==> config.mk <==
export PLATFORM = sky130hd
export DESIGN_NAME = pc_stack_flat
export DESIGN_NICKNAME = d
export VERILOG_FILES = /design/src/rtl/pc_stack_if.sv /design/src/rtl/pc_stack.sv /design/src/flat_wrapper.sv
export SDC_FILE = /design/constraint.sdc
export NUM_CORES = 1
export LEC_CHECK = 0
export CAP_MARGIN = 20
export CORE_MARGIN = 3
export CORE_UTILIZATION = 40
export CTS_CLUSTER_SIZE = 10
export DETAILED_ROUTE_END_ITERATION = 8
export PLACE_DENSITY_LB_ADDON = 0.12
export SLEW_MARGIN = 10
export SYNTH_ARGS = -nofsm -noshare
export SYNTH_HDL_FRONTEND = slang
export SYNTH_SLANG_ARGS = --single-unit
==> constraint.sdc <==
create_clock -name clk -period 5.8 [get_ports clk]
set_input_delay 1.16 -clock clk [delete_from_list [all_inputs] [get_ports clk]]
set_output_delay 1.16 -clock clk [all_outputs]
set_load 0.01 [all_outputs]
==> src/rtl/pc_stack_if.sv <==
// Control strobes and observed state of the program counter / return stack.
interface pc_stack_if #(
  parameter int ADDR_W      = 12,
  parameter int STACK_DEPTH = 3
);
  localparam int LVL_W = $clog2(STACK_DEPTH + 1);

  logic [2:0]        cycle;
  logic              pcLoad;
  logic              pcPush;
  logic              pcPop;
  logic [ADDR_W-1:0] pcNew;
  logic              clrFlags;
  logic [ADDR_W-1:0] pcAddr;
  logic [3:0]        pcNibble;
  logic [LVL_W-1:0]  stackLevel;
  logic              stackOverflow;
  logic              stackUnderflow;

  modport master (
    output cycle, pcLoad, pcPush, pcPop, pcNew, clrFlags,
    input  pcAddr, pcNibble, stackLevel, stackOverflow, stackUnderflow
  );

  modport slave (
    input  cycle, pcLoad, pcPush, pcPop, pcNew, clrFlags,
    output pcAddr, pcNibble, stackLevel, stackOverflow, stackUnderflow
  );
endinterface

==> src/rtl/pc_stack.sv <==
// Program counter with circular return-address stack; state updates one edge after a strobe,
// pcNibble is combinational. No backpressure: strobes are sampled every edge and always accepted.
module pc_stack #(
  parameter int ADDR_W      = 12,
  parameter int STACK_DEPTH = 3,
  parameter int INC_CYCLE   = 2
) (
  input  logic       clk,
  input  logic       rst,
  pc_stack_if.slave  bus
);
  localparam int NIB     = ADDR_W / 4;
  localparam int NIB_SEL = (NIB < 8) ? NIB : 8;
  localparam int LVL_W   = $clog2(STACK_DEPTH + 1);
  localparam int PTR_W   = (STACK_DEPTH > 1) ? $clog2(STACK_DEPTH) : 1;

  logic [ADDR_W-1:0] r_pc;
  logic [ADDR_W-1:0] r_stack [STACK_DEPTH];
  logic [PTR_W-1:0]  r_wp;
  logic [LVL_W-1:0]  r_level;
  logic              r_ovf;
  logic              r_unf;

  logic [PTR_W-1:0]  w_wp_inc;
  logic [PTR_W-1:0]  w_wp_dec;
  logic              w_full;
  logic              w_empty;
  logic              w_ovf_set;
  logic              w_unf_set;
  logic [3:0]        w_nibble;

  always_comb begin
    w_wp_inc = (r_wp == PTR_W'(STACK_DEPTH - 1)) ? '0 : r_wp + 1'b1;
    w_wp_dec = (r_wp == '0) ? PTR_W'(STACK_DEPTH - 1) : r_wp - 1'b1;
  end

  assign w_full    = (r_level == LVL_W'(STACK_DEPTH));
  assign w_empty   = (r_level == '0);
  // A pop on the same edge masks the push entirely, so it cannot overflow.
  assign w_unf_set = bus.pcPop & w_empty;
  assign w_ovf_set = bus.pcPush & ~bus.pcPop & w_full;

  always_ff @(posedge clk or posedge rst) begin
    if (rst) begin
      r_pc    <= '0;
      r_wp    <= '0;
      r_level <= '0;
      for (int i = 0; i < STACK_DEPTH; i++) r_stack[i] <= '0;
    end else if (bus.pcPop) begin
      r_pc <= r_stack[w_wp_dec];
      r_wp <= w_wp_dec;
      if (!w_empty) r_level <= r_level - 1'b1;
    end else if (bus.pcPush) begin
      r_stack[r_wp] <= r_pc;
      r_pc          <= bus.pcNew;
      r_wp          <= w_wp_inc;
      if (!w_full) r_level <= r_level + 1'b1;
    end else if (bus.pcLoad) begin
      r_pc <= bus.pcNew;
    end else if (bus.cycle == 3'(INC_CYCLE)) begin
      r_pc <= r_pc + 1'b1;
    end
  end

  always_ff @(posedge clk or posedge rst) begin
    if (rst) begin
      r_ovf <= 1'b0;
      r_unf <= 1'b0;
    end else begin
      r_ovf <= w_ovf_set | (r_ovf & ~bus.clrFlags);
      r_unf <= w_unf_set | (r_unf & ~bus.clrFlags);
    end
  end

  always_comb begin
    w_nibble = 4'h0;
    for (int i = 0; i < NIB_SEL; i++) begin
      if (bus.cycle == 3'(i)) w_nibble = r_pc[i*4 +: 4];
    end
  end

  assign bus.pcAddr         = r_pc;
  assign bus.pcNibble       = w_nibble;
  assign bus.stackLevel     = r_level;
  assign bus.stackOverflow  = r_ovf;
  assign bus.stackUnderflow = r_unf;
endmodule

==> src/flat_wrapper.sv <==
// flat-port wrapper written by rule: the top's interface ports become plain ports
module pc_stack_flat 
#(
  parameter int ADDR_W      = 12,
  parameter int STACK_DEPTH = 3,
  parameter int INC_CYCLE   = 2
)
  (clk, rst, bus_cycle, bus_pcLoad, bus_pcPush, bus_pcPop, bus_pcNew, bus_clrFlags, bus_pcAddr, bus_pcNibble, bus_stackLevel, bus_stackOverflow, bus_stackUnderflow);
  pc_stack_if #(.ADDR_W(ADDR_W), .STACK_DEPTH(STACK_DEPTH)) bus_i ();
  input  logic clk;
  input  logic rst;
  input wire logic [$bits(bus_i.cycle)-1:0] bus_cycle;
  input wire logic [$bits(bus_i.pcLoad)-1:0] bus_pcLoad;
  input wire logic [$bits(bus_i.pcPush)-1:0] bus_pcPush;
  input wire logic [$bits(bus_i.pcPop)-1:0] bus_pcPop;
  input wire logic [$bits(bus_i.pcNew)-1:0] bus_pcNew;
  input wire logic [$bits(bus_i.clrFlags)-1:0] bus_clrFlags;
  output wire logic [$bits(bus_i.pcAddr)-1:0] bus_pcAddr;
  output wire logic [$bits(bus_i.pcNibble)-1:0] bus_pcNibble;
  output wire logic [$bits(bus_i.stackLevel)-1:0] bus_stackLevel;
  output wire logic [$bits(bus_i.stackOverflow)-1:0] bus_stackOverflow;
  output wire logic [$bits(bus_i.stackUnderflow)-1:0] bus_stackUnderflow;
  assign bus_i.cycle = bus_cycle;
  assign bus_i.pcLoad = bus_pcLoad;
  assign bus_i.pcPush = bus_pcPush;
  assign bus_i.pcPop = bus_pcPop;
  assign bus_i.pcNew = bus_pcNew;
  assign bus_i.clrFlags = bus_clrFlags;
  assign bus_pcAddr = bus_i.pcAddr;
  assign bus_pcNibble = bus_i.pcNibble;
  assign bus_stackLevel = bus_i.stackLevel;
  assign bus_stackOverflow = bus_i.stackOverflow;
  assign bus_stackUnderflow = bus_i.stackUnderflow;
  pc_stack #(.ADDR_W(ADDR_W), .STACK_DEPTH(STACK_DEPTH), .INC_CYCLE(INC_CYCLE)) u_core (.clk(clk), .rst(rst), .bus(bus_i));
endmodule
After elaboration in Yosys (flattened, before gate mapping)
Cells that the tools add are included.
- add/sub/neg operators: 5
- equality and inequality tests: 6
- reduce and logical (&&, ||, !) cells: 8
- muxes and demuxes: 21
- order comparisons: 3
- bitwise gates (word level): 11
- operators by type and width (cell ; count):
    12-bit 2-to-1 mux ; 7
    36-bit bitwise mux ; 1
    12-bit binary-select mux with 2-bit select ; 1
    12-bit demux with 2-bit select ; 1
    2-bit 2-to-1 mux ; 8
    12-bit by 1-bit adder with 12-bit output (second input constant) ; 1
    4-bit 2-to-1 mux ; 3
    3-bit greater-or-equal comparator (second input constant) ; 2
    2-bit inverter with 3-bit output ; 2
    1-bit AND ; 5
    2-bit by 1-bit adder with 2-bit output (second input constant) ; 2
    2-bit == test (second input constant) ; 2
    2-bit zero test ; 2
    2-bit inequality test (second input constant) ; 2
    4-bit nonzero test ; 1
    2-bit by 1-bit subtractor with 2-bit output (second input constant) ; 2
    3-bit by 1-bit == test with 1-bit output (second input constant) ; 1
    3-bit by 2-bit == test with 1-bit output (second input constant) ; 1
    3-bit zero test ; 1
    3-bit by 1-bit < comparator with 1-bit output (second input constant) ; 1
    3-bit AND reduction ; 1
    1-bit inverter ; 2
    1-bit bitwise OR ; 2
    2-bit AND reduction ; 1
    other kinds (2) ; 2
- input port bits: 21
- bits in registers: 54

Longest topological paths before layout
- word-level depth: 7
- mapped depth: 8
- depth with buffers taken out: 6

Worst setup path after synthesis
No wires, ideal clock.
- path type: input to output
- from: input port bus_cycle[0]
- to: output port bus_pcNibble[0]
- stages: 4
- slack: 2.855 ns
- path buffers: 1
- arrival time: 1.785 ns
- cells stage by stage: buf_2 -> nor2b_1 -> a21oi_1 -> nor2_1
- longest elaborated chain between the ends: 4
- elaborated cells between the ends (all ways): 6
- RTL lines (what ; RTL line ; source):
    start: declaration ; flat_wrapper.sv:12 ; input wire logic [$bits(bus_i.cycle)-1:0] bus_cycle;
    3-bit zero test ; pc_stack.sv:78 ; if (bus.cycle == 3'(i)) w_nibble = r_pc[i*4 +: 4];
    4-bit 2-to-1 mux (2 in a row) ; pc_stack.sv:78 ;
    4-bit 2-to-1 mux * ; pc_stack.sv:78 ;
    end: declaration ; flat_wrapper.sv:19 ; output wire logic [$bits(bus_i.pcNibble)-1:0] bus_pcNibble;
Mark *: on every way between the ends. The rest lies on a longest branch, timed or not.

Final worst setup path
Ends and elaborated chain as after synthesis.

==> impl_metrics.env <==
export IMPL_status="finished clean"
export IMPL_tightest_slew_ps=963
export IMPL_fmax_mhz=247
export IMPL_synthTopCellsByArea="dfrtp_1 (45%), mux2_2 (12%), mux2i_1 (5.7%)"
export IMPL_yosysWarnings=0
export IMPL_worstPathRequired_ps=4640
export IMPL_yosysSeqAreaShare_pct=45.4
export IMPL_synth_edf_count=0
export IMPL_power_switching_uw=631
export IMPL_path_class="in2out"
export IMPL_drtIter0Drc=81
export IMPL_crit_chain="clkdlybuf4s50_1 > nor2b_1 > a21oi_1 > nor2_1 > clkdlybuf4s50_1"
export IMPL_grt_total_usage_pct=17.8
export IMPL_synth_area_um2=2970
export IMPL_io_buffers=40
export IMPL_grt_pass1_vias=2188
export IMPL_crit_arrival_ps=2880
export IMPL_wl_met3_um=338
export IMPL_post_route_drc_count=0
export IMPL_drtAntennaViolNets=0
export IMPL_slowest_delay_ps=580
export IMPL_clk_pin_slew_worst_paths_ps=90
export IMPL_root_buffer="clkbuf_8"
export IMPL_highest_layer="met4"
export IMPL_fin_cells=406
export IMPL_rows=30
export IMPL_grt_overflow=0
export IMPL_ys_flop_type="dfrtp_1"
export IMPL_tns_ps=0
export IMPL_clock_path_buffers=2
export IMPL_core_um2=6980
export IMPL_drv_cap=0
export IMPL_n_antenna_cell=0
export IMPL_initial_core_util_pct=42.6
export IMPL_slowest_stage="clkdlybuf4s50_1"
export IMPL_dr_pass1_iters=4
export IMPL_dp_cells=398
export IMPL_p_per_area_nw_per_um2=476
export IMPL_p_leak_nw=1.50
export IMPL_synthArstFlopShare_pct=100
export IMPL_via_per_inst=5.62
export IMPL_routed_wirelength_mm=7.12
export IMPL_end_kind="output pin"
export IMPL_yosysTopAreaCell="dfrtp_1"
export IMPL_routedWlPerCell_um=17.5
export IMPL_relSlewSlack_pct=35.8
export IMPL_hp_class="reg2reg"
export IMPL_antenna_found_initial=0
export IMPL_period_needed_ps=4040
export IMPL_synth_top_area_share_pct=45.4
export IMPL_place_hpwl_mm=4.75
export IMPL_comb_power_share_pct=43.8
export IMPL_route_met2_wl_mm=3.23
export IMPL_clock_power_share_pct=13.1
export IMPL_dieArea_um2=8510
export IMPL_finClkSkew_ps=8.79
export IMPL_insertion_delay_ps=310
export IMPL_critPathBufInv=2
export IMPL_holdBufCountCts=0
export IMPL_fillers=672
export IMPL_path_delay_family="buffers and inverters"
export IMPL_grt_pass1_wl_mm=12.0
export IMPL_syn_avg_cell_area_um2=10.5
export IMPL_final_nets=337
export IMPL_netlist_instances=282
export IMPL_final_hold_viol_count=0
export IMPL_post_cts_resized=0
export IMPL_p_sw_share_pct=37.9
export IMPL_dr_total_vias=2282
export IMPL_critPathLaunchType="input pin"
export IMPL_cp_max_fo=6
export IMPL_fp_dieW_um=92.2
export IMPL_ys_types=51
export IMPL_h_tree_depth=2
export IMPL_p_seq_share_pct=43.1
export IMPL_cts_sinks=54
export IMPL_drive_gt1_share_pct=16.1
export IMPL_grt_max_degree=55
export IMPL_p_int_mw=1.03
export IMPL_ir_drop_mv=0.209
export IMPL_synth_nets=310
export IMPL_finalSetupViolations=0
export IMPL_gp_congestion=0.775
export IMPL_num_io_pins=41
export IMPL_finalCritPeriodShare_pct=69.7
export IMPL_die_h_um=92.2
export IMPL_area_delta_synth_final_pct=17.5
export IMPL_ys_seq_elements=54
export IMPL_numCtsBuffers=5
export IMPL_drt_met1_wl_mm=3.49
export IMPL_drv_slew=0
export IMPL_crit_top_cell="clkdlybuf4s50_1"
export IMPL_postCtsSetupRepairBufs=0
export IMPL_cts_tree="yes"
export IMPL_grt_setup_unrepaired="no"
[worst register-to-register path: stages (launching register included)]
cell and delay (ps):
dfrtp_1 430, inv_1 150, ha_1 670, mux2_2 430
a211oi_1 310, o31ai_1 130, a22o_1 230
[flip-flops by register name (all words and copies together) (netlist names)]
register and cells:
u_core.bus.pcAddr 12, u_core.bus.stackLevel 2, u_core.bus.stackUnderflow 1, u_core.r_wp 2, u_core.r_stack 36, u_core.bus.stackOverflow 1
[Yosys cell counts, types with 2 or more instances]
master	n
dfrtp_1	54
mux2_2	32
o21ai_0	21
nand2_1	18
mux2i_1	17
nor2_1	16
buf_2	13
inv_1	10
nand3_1	10
a21oi_1	9
clkbuf_1	7
ha_1	7
o211ai_1	6
and3_1	4
a21o_1	3
a221o_1	3
and4_1	3
nand4_1	3
o2bb2ai_1	3
o31ai_1	3
xor2_1	3
a2111oi_0	2
a31o_2	2
a31oi_1	2
a32o_1	2
and2_1	2
o22ai_1	2
or2_2	2
[cells in the final DEF, fill, tap and decap left out, drive strengths merged, types with 9 or more instances in the layout]
master	count
dfrtp	54
clkdlybuf4s50	40
mux2	32
o21ai	21
nand2	18
mux2i	17
nor2	17
nand3	10
inv	10
a21oi	9
[path summary, 6_finish.rpt]
check,from,end,slack (ps),depth (start not counted)
hold reg to reg,u_core.r_stack[23],u_core.r_stack[23],490,2
max in group asynchronous,rst,u_core.r_stack[10],3980,3
hold / removal,u_core.r_stack[23],u_core.r_stack[23],490,2
min in group asynchronous,rst,u_core.r_stack[8],1350,3
setup / recovery,bus_cycle[0],bus_pcNibble[0],1760,5
setup reg to reg,u_core.r_wp[0],u_core.bus.pcAddr[10],3340,6
[layer usage]
layer | GRT usage [%] | vias to the layer above
li1 | - | 1083
met1 | 26.4 | 1136
met2 | 27.0 | 58
met3 | 3.61 | 5
met4 | 3.71 | 0
met5 | 0 | -
[kinds of logic (layout without fill, tap and decap cells)]
group	Yosys count	after routing	synth area share (%)
compound gates	69	69	15.8
mux	49	49	17.8
xor+xnor	4	4	1.18
buf+inv	32	60	4.88
fa+ha+maj	7	7	2.94
flops	54	54	45.4
simple gates	67	67	11.9
[power by group through the flow]
stage | Combinational (mW) | Clock (mW) | Sequential [mW]
detailed placement | 0.731 | 0 | 0.726
global placement | 0.724 | 0 | 0.720
global route | 0.808 | 0.240 | 0.746
floorplan | 0.523 | 0 | 0.674
CTS | 0.733 | 0.224 | 0.717
finish | 0.729 | 0.218 | 0.716
[area by class of cell]
cell class | instances | area (um2) | share of cell area, %
inverter | 10 | 37.5 | 1.07
sequential | 54 | 1350 | 38.7
clock buffer | 7 | 86.3 | 2.47
multi-input combinational | 196 | 1480 | 42.3
tap | 96 | 120 | 3.44
timing repair buffer | 42 | 415 | 11.9
clock inverter | 1 | 5.00 | 0.143
[through the flow]
step	setup slack [ps]	utilization [%]	area, um2	hold WS (ps)	total power, mW
after floorplan	2860	-	2970	442	1.20
after global placement	1780	48.7	3400	459	1.44
after detailed placement	1760	48.7	3400	472	1.46
after CTS	1770	50.0	3490	492	1.67
after global routing	1640	50.0	3490	514	1.79
final	1760	50.0	3490	485	1.66
(Power assumes the default switching activity.)
==> edit, RTL diff (config.mk and constraints unchanged) <==
`ADDR_W` is set to 12 in 3 places; all go to 11.
--- a/src/rtl/pc_stack_if.sv
+++ b/src/rtl/pc_stack_if.sv
@@ -1,6 +1,6 @@
 // Control strobes and observed state of the program counter / return stack.
 interface pc_stack_if #(
-  parameter int ADDR_W      = 12,
+  parameter int ADDR_W      = 11,
   parameter int STACK_DEPTH = 3
 );
   localparam int LVL_W = $clog2(STACK_DEPTH + 1);
--- a/src/rtl/pc_stack.sv
+++ b/src/rtl/pc_stack.sv
@@ -1,7 +1,7 @@
 // Program counter with circular return-address stack; state updates one edge after a strobe,
 // pcNibble is combinational. No backpressure: strobes are sampled every edge and always accepted.
 module pc_stack #(
-  parameter int ADDR_W      = 12,
+  parameter int ADDR_W      = 11,
   parameter int STACK_DEPTH = 3,
   parameter int INC_CYCLE   = 2
 ) (
--- a/src/flat_wrapper.sv
+++ b/src/flat_wrapper.sv
@@ -1,7 +1,7 @@
 // flat-port wrapper written by rule: the top's interface ports become plain ports
 module pc_stack_flat 
 #(
-  parameter int ADDR_W      = 12,
+  parameter int ADDR_W      = 11,
   parameter int STACK_DEPTH = 3,
   parameter int INC_CYCLE   = 2
 )
Ports: changed (resized bus_pcAddr and bus_pcNew); port bits go from 41 to 39. The function was not compared with the original's and may differ.
==> edit against the unedited design <==
  * Sequential share of layout area grew 0.17 points
  * Setup slack better by 0.19 ns
  * First-iteration DRC count grew 25%
  * Power down 7.3%
  * Highest routed layer unchanged
  * Routed wire length fell by 12%
  * Synthesized area decreased by 6.6%
  * Sequential cell count decreased by 4
  * Cell area decreased by 7.8%
  * Via count decreased by 11%
  * Critical endpoint is now bus_pcNibble[2]
  * Synthesized cell count down 8.9%
==> edit: results (changes against the unedited design) <==
Worst Skew 0.00519 ns (-0.00360 ns); synth top area cells dfrtp_1 45%, mux2_2 12%, mux2i_1 6.5%, ha_1 3.2%, o21ai_0 3.1%; Synth Area in XOR/XNOR 1.26% (+0.084 points); global-route wire length before repair 10.1 mm (-16%); fraction of synthesized area in multiplexers 19.1% (+1.2 points); commonest cells in the synthesized netlist 50 x dfrtp_1, 30 x mux2_2, 19 x nand2_1; Least-Margin Pin Slew 0.821 ns (-0.141 ns); share of layout cells above drive strength 1 16.1% (-0.058 points); worst vdd ir 0.000171 V (-18%); WL per Instance 17.5 um (-0.21%); largest net degree at the start of global routing 51 (-7.3%); global-route usage over all layers 16.7% (-1.1 points); P_int 939 uW (-9.0%); clk_lat worst skew 0.30 ns; final WL 6.25 mm (-12%); vias in the first global route 1942 (-11%); number of synthesized flops with an enable pin 0 (unchanged); Arrival @ worst endpoint 2.69 ns (-0.19 ns); CTS clk-pin slew, worst paths 0.09 ns (about the same); slowest stage delay, CP 0.66 ns (+0.08 ns); placed cells 349 (-12%); routed vias/inst 5.68 (+1.1%); Iter 0 DRT Violations 101 (+25%); Post-synth ARST share 100% (unchanged); DR pass1 iterations 4 (unchanged); Synth Area in Compound Gates 13.4% (-2.4 points); Final Wtd Congestion 0.805 (+3.9%); TritonCTS buffer count 5 (unchanged); CP Max Fanout 5 (-1); clk buf depth 2 (unchanged); # H-tree levels 2 (unchanged); ant diodes 0 (unchanged); post-CTS setup buffers 0 (unchanged); Resized Gates After CTS 0 (unchanged); Synth Net Count 284 (-8.4%); register area share after synthesis 45.1% (-0.37 points); P_leak 0.00138 uW (-7.7%); adder-cell area share of the yosys netlist 3.15% (+0.21 points); Fillers 590 (-12%); number of buffers added on ports 38 (-5.0%); max FFs per register 33 (-8.3%); final setup fails 0 (unchanged); detailed placer's ending HPWL 4.21 mm (-11%); Syn Area/Cell 10.8 sq um (+2.4%); Final nets 307 (-8.9%); status complete, no violations
## edit: path summary, 6_finish.rpt
path                                     from                   end  slack (ns)  cells after the start
setup / recovery                 bus_cycle[0]       bus_pcNibble[2]        1.95                      4
hold / removal             u_core.r_stack[21]    u_core.r_stack[21]        0.49                      2
setup reg to reg               u_core.r_wp[0]  u_core.bus.pcAddr[8]        3.47                      6
hold reg to reg            u_core.r_stack[21]    u_core.r_stack[21]        0.49                      2
max in group asynchronous                 rst    u_core.r_stack[27]        4.01                      3
min in group asynchronous                 rst    u_core.r_stack[20]        1.25                      2
## edit: power groups by stage
stage / Sequential, uW / Combinational, uW / Clock (uW)
finish: 686 / 658 / 198
global route: 716 / 725 / 223
CTS: 684 / 661 / 203
detailed placement: 692 / 659 / 0
global placement: 689 / 653 / 0
floorplan: 612 / 513 / 0
## edit: area by class of cell
cell class / count / area (sq um) / share of cell area, %
inverters: 7 / 26.3 / 0.816
multi-input cells: 176 / 1350 / 42.0
well taps: 77 / 96.3 / 2.99
clock buffers: 5 / 68.8 / 2.14
repair buffers: 40 / 415 / 12.9
clock inverters: 2 / 10.0 / 0.311
flip-flops and latches: 50 / 1250 / 38.9
## edit: metrics by stage
step	setup slack (ns)	instance area [sq um]	util (%)	power, uW
floorplan	2.98	2780	-	1130
global placement	2.01	3110	47.7	1340
detailed placement	1.95	3110	47.7	1350
CTS	1.94	3190	48.9	1550
global route	1.82	3220	49.3	1660
finish	1.95	3220	49.3	1540
## edit: critical path: cells and delay by family
family,cells,cell delay [ns]
multiplexers,1,0.12
AND/OR/NAND/NOR,1,0.18
buffers and inverters,2,1.23
## edit: metal layers
layer | GRT usage [%] | share of wire (%)
met5 | 0 | 0
met4 | 5.41 | 0.94
met3 | 3.78 | 6.1
met2 | 26.1 | 46
met1 | 23.0 | 47
